$ cat src/rtl/lfsr_weight_update.sv
// lfsr_weight_update: stochastic synaptic weight counter.
// An accepted update request is resolved one cycle later by comparing its
// probability against a free-running 7-bit LFSR draw; a successful draw
// moves the weight one step in the requested direction, saturating at 0
// and at the maximum.
//
// Handshake: an update transfers on a rising edge where upd_valid and
// upd_ready are both 1. upd_ready depends only on internal state (never on
// upd_valid), prob and inc are sampled only on that transfer edge, and a
// request that does not transfer is simply not seen by the block.
module lfsr_weight_update #(
    parameter int         WEIGHT_W  = 3,
    parameter logic [6:0] LFSR_SEED = 7'h01
) (
    input  logic                clk,
    input  logic                rst,
    input  logic                upd_valid,
    input  logic [6:0]          prob,
    input  logic                inc,
    output logic                upd_ready,
    input  logic                w_load,
    input  logic [WEIGHT_W-1:0] w_init,
    output logic [WEIGHT_W-1:0] weight,
    output logic                done,
    output logic                fired,
    output logic                sat,
    output logic [6:0]          lfsr_dbg,
    output logic                state_dbg
);

    // An all-zero seed would lock the LFSR, so it is replaced by 1.
    localparam logic [6:0] SEED = (LFSR_SEED == 7'h00) ? 7'h01 : LFSR_SEED;
    localparam logic [WEIGHT_W-1:0] W_MAX = '1;

    typedef enum logic {
        IDLE = 1'b0,
        DRAW = 1'b1
    } state_t;

    state_t              state_q;
    state_t              state_d;
    logic [6:0]          lfsr_q;
    logic [6:0]          prob_q;
    logic                inc_q;
    logic                capture;
    logic                fire;
    logic [WEIGHT_W-1:0] weight_d;
    logic                done_d;
    logic                fired_d;
    logic                sat_d;

    assign upd_ready = (state_q == IDLE);
    assign lfsr_dbg  = lfsr_q;
    assign state_dbg = (state_q == DRAW);

    // Free-running Fibonacci LFSR, x^7 + x^6 + 1.
    always_ff @(posedge clk or posedge rst) begin
        if (rst) begin
            lfsr_q <= SEED;
        end else begin
            lfsr_q <= {lfsr_q[5:0], lfsr_q[6] ^ lfsr_q[5]};
        end
    end

    // FSM state register.
    always_ff @(posedge clk or posedge rst) begin
        if (rst) begin
            state_q <= IDLE;
        end else begin
            state_q <= state_d;
        end
    end

    // Capture the request parameters on an accepted transfer only.
    always_ff @(posedge clk or posedge rst) begin
        if (rst) begin
            prob_q <= 7'h00;
            inc_q  <= 1'b0;
        end else if (capture) begin
            prob_q <= prob;
            inc_q  <= inc;
        end
    end

    // Next state, draw decision and weight arithmetic.
    always_comb begin
        state_d  = state_q;
        capture  = 1'b0;
        weight_d = weight;
        done_d   = 1'b0;
        fired_d  = 1'b0;
        sat_d    = 1'b0;
        // 127 means certain; otherwise the LFSR (never 0) must fall below prob.
        fire     = (prob_q == 7'h7F) || (lfsr_q < prob_q);
        case (state_q)
            IDLE: begin
                if (upd_valid) begin
                    capture = 1'b1;
                    state_d = DRAW;
                end
            end
            DRAW: begin
                state_d = IDLE;
                // A weight load during the draw aborts the pending update.
                if (!w_load) begin
                    done_d = 1'b1;
                    if (fire) begin
                        fired_d = 1'b1;
                        if (inc_q && (weight != W_MAX)) begin
                            weight_d = weight + 1'b1;
                        end else if (!inc_q && (weight != '0)) begin
                            weight_d = weight - 1'b1;
                        end else begin
                            sat_d = 1'b1;
                        end
                    end
                end
            end
            default: begin
                state_d = IDLE;
            end
        endcase
        if (w_load) begin
            weight_d = w_init;
        end
    end

    // Registered weight and the one-cycle result strobes.
    always_ff @(posedge clk or posedge rst) begin
        if (rst) begin
            weight <= '0;
            done   <= 1'b0;
            fired  <= 1'b0;
            sat    <= 1'b0;
        end else begin
            weight <= weight_d;
            done   <= done_d;
            fired  <= fired_d;
            sat    <= sat_d;
        end
    end

endmodule

$ cat config.mk
export PLATFORM = sky130hd
export DESIGN_NAME = lfsr_weight_update
export DESIGN_NICKNAME = d
export VERILOG_FILES = /design/src/rtl/lfsr_weight_update.sv
export SDC_FILE = /design/constraint.sdc
export NUM_CORES = 1
export LEC_CHECK = 0
export CAP_MARGIN = 5
export CORE_MARGIN = 3
export CORE_UTILIZATION = 45
export CTS_CLUSTER_DIAMETER = 50
export CTS_CLUSTER_SIZE = 28
export DETAILED_ROUTE_END_ITERATION = 12
export PLACE_DENSITY = 0.74
export SLEW_MARGIN = 20
export SYNTH_ARGS = -nofsm -noshare
export SYNTH_HDL_FRONTEND = slang
export SYNTH_SLANG_ARGS = --single-unit
export TNS_END_PERCENT = 20
$ cat constraint.sdc
create_clock -name clk -period 4.75 [get_ports clk]
set_clock_uncertainty 0.05 [all_clocks]
set_input_delay 0.95 -clock clk [delete_from_list [all_inputs] [get_ports clk]]
set_output_delay 0.95 -clock clk [all_outputs]
set_load 0.02 [all_outputs]
==> metrics.md <==
| Metric | Value |
|---|---|
| DP Area | 1370 µm² |
| Pwr per Cell Area | 324 nW/µm² |
| Worst setup SP type | flop |
| CP Class | flop to primary output |
| Row count | 16 |
| Cell count after synthesis | 100 |
| Ports | 30 |
| Max VDD drop | 0.221 mV |
| P_leak | 0.651 nW |
| FF+latch count, synth | 22 |
| Residual DRC | 0 |
| Fin. Hold Viols | 0 |
| Clock Power Share | 0.308 |
| Reg-to-reg startpoint | weight[2] |
| Hold Buf Count CTS | 0 |
| Max stage delay on crit path | 0.66 ns |
| Clk_lat worst skew | 0.30 ns |
| Via count | 817 |
| PortBufs | 29 |
| Capturing point of the worst reg2reg path | weight[2] |
| Vias per inst | 5.20 |
| Die height | 54.5 µm |
| Reg clk slew, reported paths | 0.12 ns |
| Overflow after GRT | 0 |
| Internal Power | 0.336 mW |
| NetSw | 0.125 mW |
| Maxcap violations | 0 |
| Reg power frac | 0.479 |
| Max_slew headroom | 0.438 |
| # diodes | 0 |
| Global placement routability congestion | 0.846 |
| Hold Path Cell Cnt | 0 |
| Detailed Route Iter0 Violations | 12 |
| Worst setup EP type | primary output |
| DRT Pass-1 Iters | 4 |
| Power Total | 0.461 mW |
| Most frequent cells in the layout | 29 x clkdlybuf4s50_1, 21 x dfrtp_1, 9 x inv_1 |
| # setup viols final | 0 |
| H-tree Lvls | 1 |
| Post-CTS Setup Bufs | 0 |
| Die ar. | 2970 µm² |
| Worst path required time | 3.75 ns |
| Net count after synthesis | 122 |
| Sw Ratio | 0.270 |
| Layout filler cell count | 184 |
| Layout cells sized above 1 | 0.0692 |
| Number of buffers created by CTS | 3 |
| Antenna Nets Post-Route | 0 |
| Avg WL per Cell | 13.9 µm |
| Min-delay src | lfsr_dbg[1] |
| Min-delay worst type | flop to flop |
| Post-CTS resize count | 0 |
| Clock buffer depth | 2 |
| Placed Cells | 153 |
| Crit-path max FO | 8 |
| Peak Freq | 0.404 GHz |
| Sequential-to-total area share from yosys stat | 0.522 |
| Initial Util | 0.508 |
| CTS tree | yes |
| Post-DP HPWL | 1730 µm |
| R2R Setup Slk | 2.87 ns |
| Slew Limit Fails | 0 |
| Core box area | 2080 µm² |
| Fin crit period | 2.47 ns |
| Clk sinks | 22 |
| Post-Layout Cell Count | 157 |
| Distinct cells, synth | 32 |
| Initial antenna violation count | 0 |
| Syn-to-layout area delta | 34.4% |
| Synth warn | 0 |
| Detailed Route WL | 2180 µm |
| Top delay family on crit path | buffers and inverters |
| Largest net degree at the start of global routing | 23 |
| Avg Synthesized Cell Area | 10.6 µm² |
| Run status | complete, no violations |
| Vias in the first global route | 803 |
| Highest-delay cell along the critical path | clkdlybuf4s50_1 |
| Period utilisation layout | 0.521 |
| Die W | 54.5 µm |
| Reg2Reg Depth | 6 |
| Number of nets in the layout | 153 |
| Critical Path AT | 1.47 ns |
| Final instance area | 1420 µm² |
| Actual slew at the worst max-slew pin | 0.841 ns |
| Cells along the critical path | clkdlybuf4s50_1 |
| End of the worst hold path | lfsr_dbg[2] |
| GRT Util Overall | 0.169 |
| Worst path bufs/invs | 1 |
| Root buf cell | clkbuf_4 |
| RSZ-0062 raised after global routing | false |
| Synth Cell Area | 1060 µm² |
| Most common cell after layout, fill and taps aside | clkdlybuf4s50_1 |
| Setup TNS | 0 ns |
| First-pass GRT wire length | 3550 µm |
| Comb power frac | 0.214 |
-- cells in the mapped netlist --
library cell / number / area [µm²]
ha_1: 6 / 75.1
or2_2: 1 / 6.26
o211a_1: 1 / 10.0
nor3_1: 1 / 5.00
mux2_1: 2 / 22.5
and3_1: 1 / 6.26
nor2_1: 8 / 30.0
inv_1: 9 / 33.8
nand3_1: 4 / 20.0
o311a_1: 1 / 10.0
o21ai_1: 8 / 40.0
o21ai_0: 1 / 5.00
nand2_1: 7 / 26.3
nand4_1: 3 / 18.8
o211ai_2: 2 / 25.0
buf_2: 1 / 5.00
a21oi_1: 3 / 15.0
a21boi_1: 1 / 7.51
o2111ai_1: 1 / 8.76
a211oi_2: 1 / 12.5
dfrtp_1: 21 / 526
dfstp_2: 1 / 26.3
and4_1: 1 / 8.76
nor2b_1: 3 / 18.8
o211ai_1: 1 / 7.51
fa_1: 1 / 20.0
nor4_1: 1 / 6.26
a211o_1: 1 / 8.76
a311oi_1: 1 / 8.76
xor2_1: 2 / 17.5
clkbuf_1: 2 / 7.51
nand2b_1: 3 / 18.8
-- power by group through the flow --
stage | clock network, mW | registers, mW | logic (mW)
2_1_floorplan | 0 | 0.228 | 0.0533
3_3_place_gp | 0 | 0.223 | 0.0956
3_5_place_dp | 0 | 0.224 | 0.0982
4_1_cts | 0.145 | 0.220 | 0.0991
5_1_grt | 0.154 | 0.223 | 0.110
6_report | 0.142 | 0.221 | 0.0984
-- sequential cells by signal (all words and copies together) (netlist names) --
signal and cells:
done 1, inc_q 1, sat 1, prob_q 7
state_dbg 1, fired 1, weight 3, lfsr_dbg 7
-- how the worst max path moves through the flow --
| stage | start | end | slack, ns | depth (start not counted) |
|---|---|---|---|---|
| after floorplan | weight[2] | weight[2] | 2.94 | 6 |
| after global placement | upd_valid | prob_q[0] | 2.13 | 3 |
| after detailed placement | upd_valid | inc_q | 2.11 | 3 |
| after CTS | weight[0] | weight[0] | 2.26 | 1 |
| after global routing | weight[0] | weight[0] | 2.20 | 1 |
| final | weight[0] | weight[0] | 2.28 | 1 |
-- layout make-up --
type | count | area, µm² | share of cell area
clock inverter | 1 | 30.0 | 0.0211
clock buffer | 3 | 22.5 | 0.0158
timing repair buffer | 29 | 290 | 0.204
inverter | 9 | 33.8 | 0.0238
tap | 27 | 33.8 | 0.0238
multi-input combinational | 66 | 459 | 0.323
sequential | 22 | 552 | 0.388
-- cell families after synthesis --
| kind of cell | count (synthesis) | share of synthesized area |
|---|---|---|
| simple gates | 33 | 0.156 |
| compound gates | 22 | 0.150 |
| flops | 22 | 0.522 |
| xor+xnor | 2 | 0.0166 |
| buf+inv | 12 | 0.0438 |
| mux | 2 | 0.0213 |
| fa+ha+maj | 7 | 0.0899 |
-- metal layers --
metal / share of wire / GRT usage
met4: 0.0060 / 0.0788
met2: 0.48 / 0.263
met1: 0.46 / 0.220
met5: 0 / 0
met3: 0.057 / 0.0436
-- through the flow --
stage	hold slack [ns]	setup WS [ns]	util
after global routing	0.387	2.20	0.683
after floorplan	0.394	2.94	-
final	0.371	2.28	0.683
after detailed placement	0.348	2.11	0.657
after CTS	0.377	2.26	0.683
after global placement	0.338	2.13	0.657
Note: power is estimated with default switching activity, not from simulation.
